File: config.mk
export PLATFORM = sky130hd
export DESIGN_NAME = dem_switch_decoder
export DESIGN_NICKNAME = d
export VERILOG_FILES = /design/src/rtl/dem_switch_decoder.sv
export SDC_FILE = /design/constraint.sdc
export NUM_CORES = 1
export LEC_CHECK = 0
export CAP_MARGIN = 5
export CORE_UTILIZATION = 38
export DETAILED_ROUTE_END_ITERATION = 12
export SYNTH_ARGS = -nofsm -noshare
export SYNTH_HDL_FRONTEND = slang
export SYNTH_SLANG_ARGS = --single-unit
File: constraint.sdc
create_clock -name clk_i -period 3.3 [get_ports clk_i]
set_input_delay 0.33 -clock clk_i [delete_from_list [all_inputs] [get_ports clk_i]]
set_output_delay 0.33 -clock clk_i [all_outputs]
set_load 0.05 [all_outputs]
File: src/rtl/dem_switch_decoder.sv
// dem_switch_decoder
// Receiver-side decoder for one DEM switching-tree node. Rebuilds the node
// input (x1 + x2) and the switching sequence (x1 - x2), recovers the PN bit,
// and tracks the running imbalance of the switching sequence. A sticky fault
// is raised when the imbalance spreads beyond SPREAD_LIMIT.
// Output is a single registered stage with valid/ready backpressure.
// Optional build macro: DEM_SWITCH_DECODER_PN_CHECK_EN adds a PN reference
// input and a saturating PN mismatch counter.

module dem_switch_decoder #(
  parameter int WIDTH        = 8,
  parameter int ACC_WIDTH    = 12,
  parameter int SPREAD_LIMIT = 16
) (
  input  logic                        clk_i,
  input  logic                        reset_i,
  input  logic                        valid_i,
  output logic                        ready_o,
  input  logic signed [WIDTH-1:0]     x_out1_i,
  input  logic signed [WIDTH-1:0]     x_out2_i,
  input  logic                        clear_i,
  output logic                        valid_o,
  input  logic                        ready_i,
  output logic signed [WIDTH:0]       x_rec_o,
  output logic signed [WIDTH:0]       s_o,
  output logic                        pn_rec_o,
  output logic signed [ACC_WIDTH-1:0] acc_o,
  output logic                        fault_o,
`ifdef DEM_SWITCH_DECODER_PN_CHECK_EN
  input  logic                        pn_ref_i,
  output logic [7:0]                  pn_mismatch_cnt_o,
`endif
  output logic [15:0]                 sample_cnt_o
);

  // Accumulator arithmetic is done one bit wider than the widest operand so
  // the saturation test can see the true sum.
  localparam int SUM_W = ((ACC_WIDTH > WIDTH + 1) ? ACC_WIDTH : WIDTH + 1) + 1;

  localparam logic signed [SUM_W-1:0] ACC_MAX_C =
    {{(SUM_W-ACC_WIDTH+1){1'b0}}, {(ACC_WIDTH-1){1'b1}}};
  localparam logic signed [SUM_W-1:0] ACC_MIN_C =
    {{(SUM_W-ACC_WIDTH+1){1'b1}}, {(ACC_WIDTH-1){1'b0}}};
  localparam logic signed [SUM_W-1:0] LIMIT_POS_C = SUM_W'(SPREAD_LIMIT);
  localparam logic signed [SUM_W-1:0] LIMIT_NEG_C = -LIMIT_POS_C;

  typedef enum logic [1:0] {
    ST_IDLE  = 2'd0,
    ST_TRACK = 2'd1,
    ST_FAULT = 2'd2
  } state_t;

  state_t state_r;
  state_t state_next_s;

  logic                        valid_r;
  logic signed [WIDTH:0]       x_rec_r;
  logic signed [WIDTH:0]       s_r;
  logic                        pn_rec_r;
  logic signed [ACC_WIDTH-1:0] acc_r;
  logic                        fault_r;
  logic [15:0]                 sample_cnt_r;

  logic                        accept_s;
  logic signed [WIDTH:0]       x1_ext_s;
  logic signed [WIDTH:0]       x2_ext_s;
  logic signed [WIDTH:0]       x_rec_s;
  logic signed [WIDTH:0]       s_s;
  logic                        s_nonzero_s;
  logic                        pn_next_s;
  logic signed [SUM_W-1:0]     acc_sum_s;
  logic signed [SUM_W-1:0]     acc_sat_s;
  logic signed [ACC_WIDTH-1:0] acc_next_s;
  logic                        over_limit_s;

  assign ready_o  = !valid_r || ready_i;
  assign accept_s = valid_i && ready_o;

  assign valid_o      = valid_r;
  assign x_rec_o      = x_rec_r;
  assign s_o          = s_r;
  assign pn_rec_o     = pn_rec_r;
  assign acc_o        = acc_r;
  assign fault_o      = fault_r;
  assign sample_cnt_o = sample_cnt_r;

  // Full-precision reconstruction; one extra bit makes overflow impossible.
  always_comb begin
    x1_ext_s    = {x_out1_i[WIDTH-1], x_out1_i};
    x2_ext_s    = {x_out2_i[WIDTH-1], x_out2_i};
    x_rec_s     = x1_ext_s + x2_ext_s;
    s_s         = x1_ext_s - x2_ext_s;
    s_nonzero_s = (s_s != {(WIDTH+1){1'b0}});
    if (s_s[WIDTH]) begin
      pn_next_s = 1'b0;
    end else if (s_nonzero_s) begin
      pn_next_s = 1'b1;
    end else begin
      pn_next_s = pn_rec_r;
    end
  end

  // Saturating imbalance update and spread check on the post-update value.
  always_comb begin
    acc_sum_s = {{(SUM_W-ACC_WIDTH){acc_r[ACC_WIDTH-1]}}, acc_r}
              + {{(SUM_W-WIDTH-1){s_s[WIDTH]}}, s_s};
    if (acc_sum_s > ACC_MAX_C) begin
      acc_sat_s = ACC_MAX_C;
    end else if (acc_sum_s < ACC_MIN_C) begin
      acc_sat_s = ACC_MIN_C;
    end else begin
      acc_sat_s = acc_sum_s;
    end
    acc_next_s   = acc_sat_s[ACC_WIDTH-1:0];
    over_limit_s = (acc_sat_s > LIMIT_POS_C) || (acc_sat_s < LIMIT_NEG_C);
  end

  // Monitor FSM next state. A single large first sample can already exceed
  // the limit, so IDLE may go straight to FAULT rather than masking it.
  always_comb begin
    state_next_s = state_r;
    if (clear_i) begin
      state_next_s = ST_IDLE;
    end else begin
      case (state_r)
        ST_IDLE: begin
          if (accept_s) begin
            state_next_s = over_limit_s ? ST_FAULT : ST_TRACK;
          end else begin
            state_next_s = ST_IDLE;
          end
        end
        ST_TRACK: begin
          if (accept_s && over_limit_s) begin
            state_next_s = ST_FAULT;
          end else begin
            state_next_s = ST_TRACK;
          end
        end
        ST_FAULT: state_next_s = ST_FAULT;
        default:  state_next_s = ST_IDLE;
      endcase
    end
  end

  // Output data stage: capture on accept, drop valid once drained.
  always_ff @(posedge clk_i or negedge reset_i) begin
    if (!reset_i) begin
      valid_r  <= 1'b0;
      x_rec_r  <= '0;
      s_r      <= '0;
      pn_rec_r <= 1'b0;
    end else if (accept_s) begin
      valid_r  <= 1'b1;
      x_rec_r  <= x_rec_s;
      s_r      <= s_s;
      pn_rec_r <= pn_next_s;
    end else if (ready_i) begin
      valid_r  <= 1'b0;
    end
  end

  // Imbalance monitor state; clear takes priority over a coincident accept.
  always_ff @(posedge clk_i or negedge reset_i) begin
    if (!reset_i) begin
      state_r      <= ST_IDLE;
      fault_r      <= 1'b0;
      acc_r        <= '0;
      sample_cnt_r <= 16'h0000;
    end else begin
      state_r <= state_next_s;
      fault_r <= (state_next_s == ST_FAULT);
      if (clear_i) begin
        acc_r        <= '0;
        sample_cnt_r <= 16'h0000;
      end else if (accept_s) begin
        acc_r <= acc_next_s;
        if (sample_cnt_r != 16'hFFFF) begin
          sample_cnt_r <= sample_cnt_r + 16'h0001;
        end
      end
    end
  end

`ifdef DEM_SWITCH_DECODER_PN_CHECK_EN
  logic [7:0] pn_mismatch_cnt_r;
  logic       pn_mismatch_s;

  assign pn_mismatch_cnt_o = pn_mismatch_cnt_r;

  // Zero-valued sequence samples carry no PN information and are skipped.
  always_comb begin
    if (accept_s && s_nonzero_s) begin
      pn_mismatch_s = (!s_s[WIDTH]) != pn_ref_i;
    end else begin
      pn_mismatch_s = 1'b0;
    end
  end

  // Saturating PN mismatch counter.
  always_ff @(posedge clk_i or negedge reset_i) begin
    if (!reset_i) begin
      pn_mismatch_cnt_r <= 8'h00;
    end else if (clear_i) begin
      pn_mismatch_cnt_r <= 8'h00;
    end else if (pn_mismatch_s && (pn_mismatch_cnt_r != 8'hFF)) begin
      pn_mismatch_cnt_r <= pn_mismatch_cnt_r + 8'h01;
    end
  end
`endif

endmodule

==> flow_summary.json <==
{
  "first_global_vias": 3261,
  "relSlewSlack_pct": 49.1,
  "cts_buffer_depth": 2,
  "hold_viol_final": 0,
  "synth.distinct_cells": 67,
  "syn-instance-count": 392,
  "synth.net_count": 447,
  "placed_area_mm2": 0.00491,
  "ys_async_sr_fraction_pct": 100,
  "ant_nets": 0,
  "hold_ws_ns": 0.0791,
  "reg2reg_from": "acc_o[1]",
  "die_x_um": 98.3,
  "fin_crit_sh_pct": 97.9,
  "dp_hpwl_mm": 7.01,
  "clkTransAtPathRegs_ns": 0.10,
  "design_area_mm2": 0.00539,
  "cts-root-buf": "clkbuf_8",
  "clock_latency_ns": 0.31,
  "die_height_um": 98.3,
  "cts_tree": "yes",
  "viasPerCell": 5.02,
  "synth_area_mm2": 0.00352,
  "worst_slack_ns": 0.0698,
  "synth_top_area_share_pct": 35.5,
  "synth_most_common_cell": "dfrtp_1",
  "grt_overflow_total": 0,
  "yosys-top-cells-count": "50 x dfrtp_1, 45 x nor2_1, 41 x nand2_1",
  "yosysSeqAreaShare_pct": 35.5,
  "fp-row-count": 34,
  "drt_first_pass_iters": 8,
  "grt_pass1_wl_mm": 15.7,
  "status": "finished with violations",
  "crit_chain": "buf_8 > inv_8 > ha_4 > fa_2 > nor2b_2 > o21ai_2 > a21boi_2 > o31a_1 > o22ai_4 > ha_4 > a21o_1 > a31o_4 > a41oi_4 > xor2_2 > buf_4 > o21ai_4 > buf_6 > o221a_2",
  "ios": 71,
  "drtIter0Drc": 76,
  "tightest_slew_ns": 0.764,
  "syn_area_per_cell_um2": 8.99,
  "violations": "DRC",
  "syn_to_final_growth_pct": 52.8,
  "totalPowerFinal_uw": 2760,
  "drv_slew": 0,
  "place_congestion": 0.845,
  "final.min_clock_period_ns": 3.23,
  "cts_max_level": 2,
  "cp_data_required_time_ns": 3.50,
  "nets": 597,
  "holdBufCountCts": 0,
  "yosys_most_used_dff": "dfrtp_1",
  "route.met2.wl_mm": 4.44,
  "initial_core_util_pct": 39.8,
  "drt_wl_total_mm": 9.25,
  "n_antenna_cell": 0,
  "critPathLaunchType": "primary input",
  "grt_max_degree": 34,
  "dieArea_mm2": 0.00966,
  "wl_met1_mm": 4.47,
  "path_common_cell": "ha_4",
  "antenna_found_initial": 0,
  "holdCritPathClass": "in2async",
  "rsz0062_at_grt": "true",
  "numCtsBuffers": 5,
  "clock_skew_ns": 0.00826,
  "vias": 3266,
  "drc_errors": 7,
  "fmax_mhz": 310,
  "clock-sinks": 50,
  "drive_above_1_share_pct": 30.6,
  "ys_seq_elements": 50,
  "yosys-top-cells-area": "dfrtp_1 35%, ha_1 11%, nor2_1 4.8%",
  "power_density_mw_per_mm2": 513,
  "peakVddDrop_v": 0.000277,
  "end_kind": "register",
  "place_ws_ns": -0.857,
  "yosysWarnings": 0,
  "dr_wl_met3_um": 258,
  "maxCapViolCount": 0,
  "synth-edff-count": 0,
  "grtUsageTotal_pct": 20.0,
  "crit_arrival_ns": 3.43,
  "p_leak_uw": 0.00252,
  "top_layer_used": "met4",
  "core_mm2": 0.00885,
  "crit_fanout": 5,
  "io_buffers": 70,
  "routedWlPerCell_um": 14.2,
  "finalSetupViolCount": 0,
  "critPathLaunch": "x_out1_i[0]",
  "crit_type": "in2reg",
  "synth_top_cell_by_area": "dfrtp_1",
  "slowest_stage": "fa_2",
  "slowest_delay_ns": 0.34
}
==> critical path: cells and delay by family <==
kind | cells | cell delay, ns
buffers and inverters | 4 | 0.43
adder cells (fa/ha/maj) | 3 | 0.75
AO/OA/AOI/OAI | 9 | 1.60
AND/OR/NAND/NOR | 1 | 0.13
XOR/XNOR | 1 | 0.20
==> flip-flops by register name (all words and copies together) (netlist names) <==
signal,cells
x_rec_o,9
fault_o,1
valid_o,1
pn_rec_o,1
state_r,2
s_o,8
acc_o,12
sample_cnt_o,16
==> layout by cell type, fill, tap and decap left out, types with 3 or more instances in the layout <==
master	n
nand4_1	3
o21ai_0	25
dlymetal6s2s_1	7
clkdlybuf4s50_1	55
a31oi_1	4
a21oi_1	11
and3_1	4
o21a_1	8
nand3_1	7
dfrtp_1	50
o21bai_1	3
inv_2	5
a21oi_4	3
xnor2_1	14
nor3_1	6
clkbuf_8	5
nand2_1	39
o21ai_2	3
inv_1	23
ha_1	19
xor2_1	13
a21o_1	5
ha_4	10
buf_6	4
buf_4	80
nor2_1	45
nor2b_1	3
nand2b_1	4
a21oi_2	10
clkbuf_2	3
==> area by class of cell <==
class,instances,area (um^2)
Clock inverter,3,40.0
Timing Repair Buffer,154,1350
Fill cell,753,3460
Tap cell,108,135
Sequential cell,50,1250
Multi-Input combinational cell,302,2420
Clock buffer,5,68.8
Inverter,29,116
==> power by group <==
group	total (uW)	internal, uW	switching (uW)
Combinational	1580	724	854
Clock	441	224	217
Sequential	743	683	59.4
Total	2760	1630	1130
==> logic make-up (layout without fill, tap and decap cells) <==
group | Yosys count | count (layout) | synth area share, %
compound gates | 104 | 104 | 21.4
xor+xnor | 30 | 30 | 7.67
fa+ha+maj | 35 | 35 | 13.0
buf+inv | 40 | 191 | 4.83
flops | 50 | 50 | 35.5
mux | 1 | 1 | 0.319
simple gates | 132 | 132 | 17.3
==> repair_timing <==
| action | 4_1_cts | 5_1_grt |
|---|---|---|
| gates cloned | 0 | 1 |
| setup endpoints to repair | 15 | 15 |
| resized for setup | 38 | 49 |
| pin swaps | 22 | 23 |
| setup buffers | 10 | 3 |
==> worst paths after layout <==
check	slack, ns	end	depth (start not counted)
min in group clk_i	0.36	x_rec_o[0]	3
min reg2reg	0.48	x_rec_o[3]	2
min	0.08	sample_cnt_o[6]	1
max	0.07	acc_o[3]	18
max in group asynchronous	2.49	acc_o[8]	2
max reg2reg	0.71	fault_o	8
==> per-stage QoR <==
step           utilization [%]  TNS [ns]  instances
3_5_place_dp              55.5    -10.87        629
5_1_grt                   60.9    -0.370        651
3_3_place_gp              55.5     -9.73        629
2_1_floorplan                -    -0.113        392
4_1_cts                   58.7         0        647
6_report                  60.9         0        651
==> routing by layer <==
metal  vias up  global-route usage [%]
met4         0                    4.48
met5         -                       0
met2        48                    33.0
met1      1557                    28.4
met3         6                    2.22
li1       1655                       -
No activity file was read; power rests on OpenSTA's default activity.
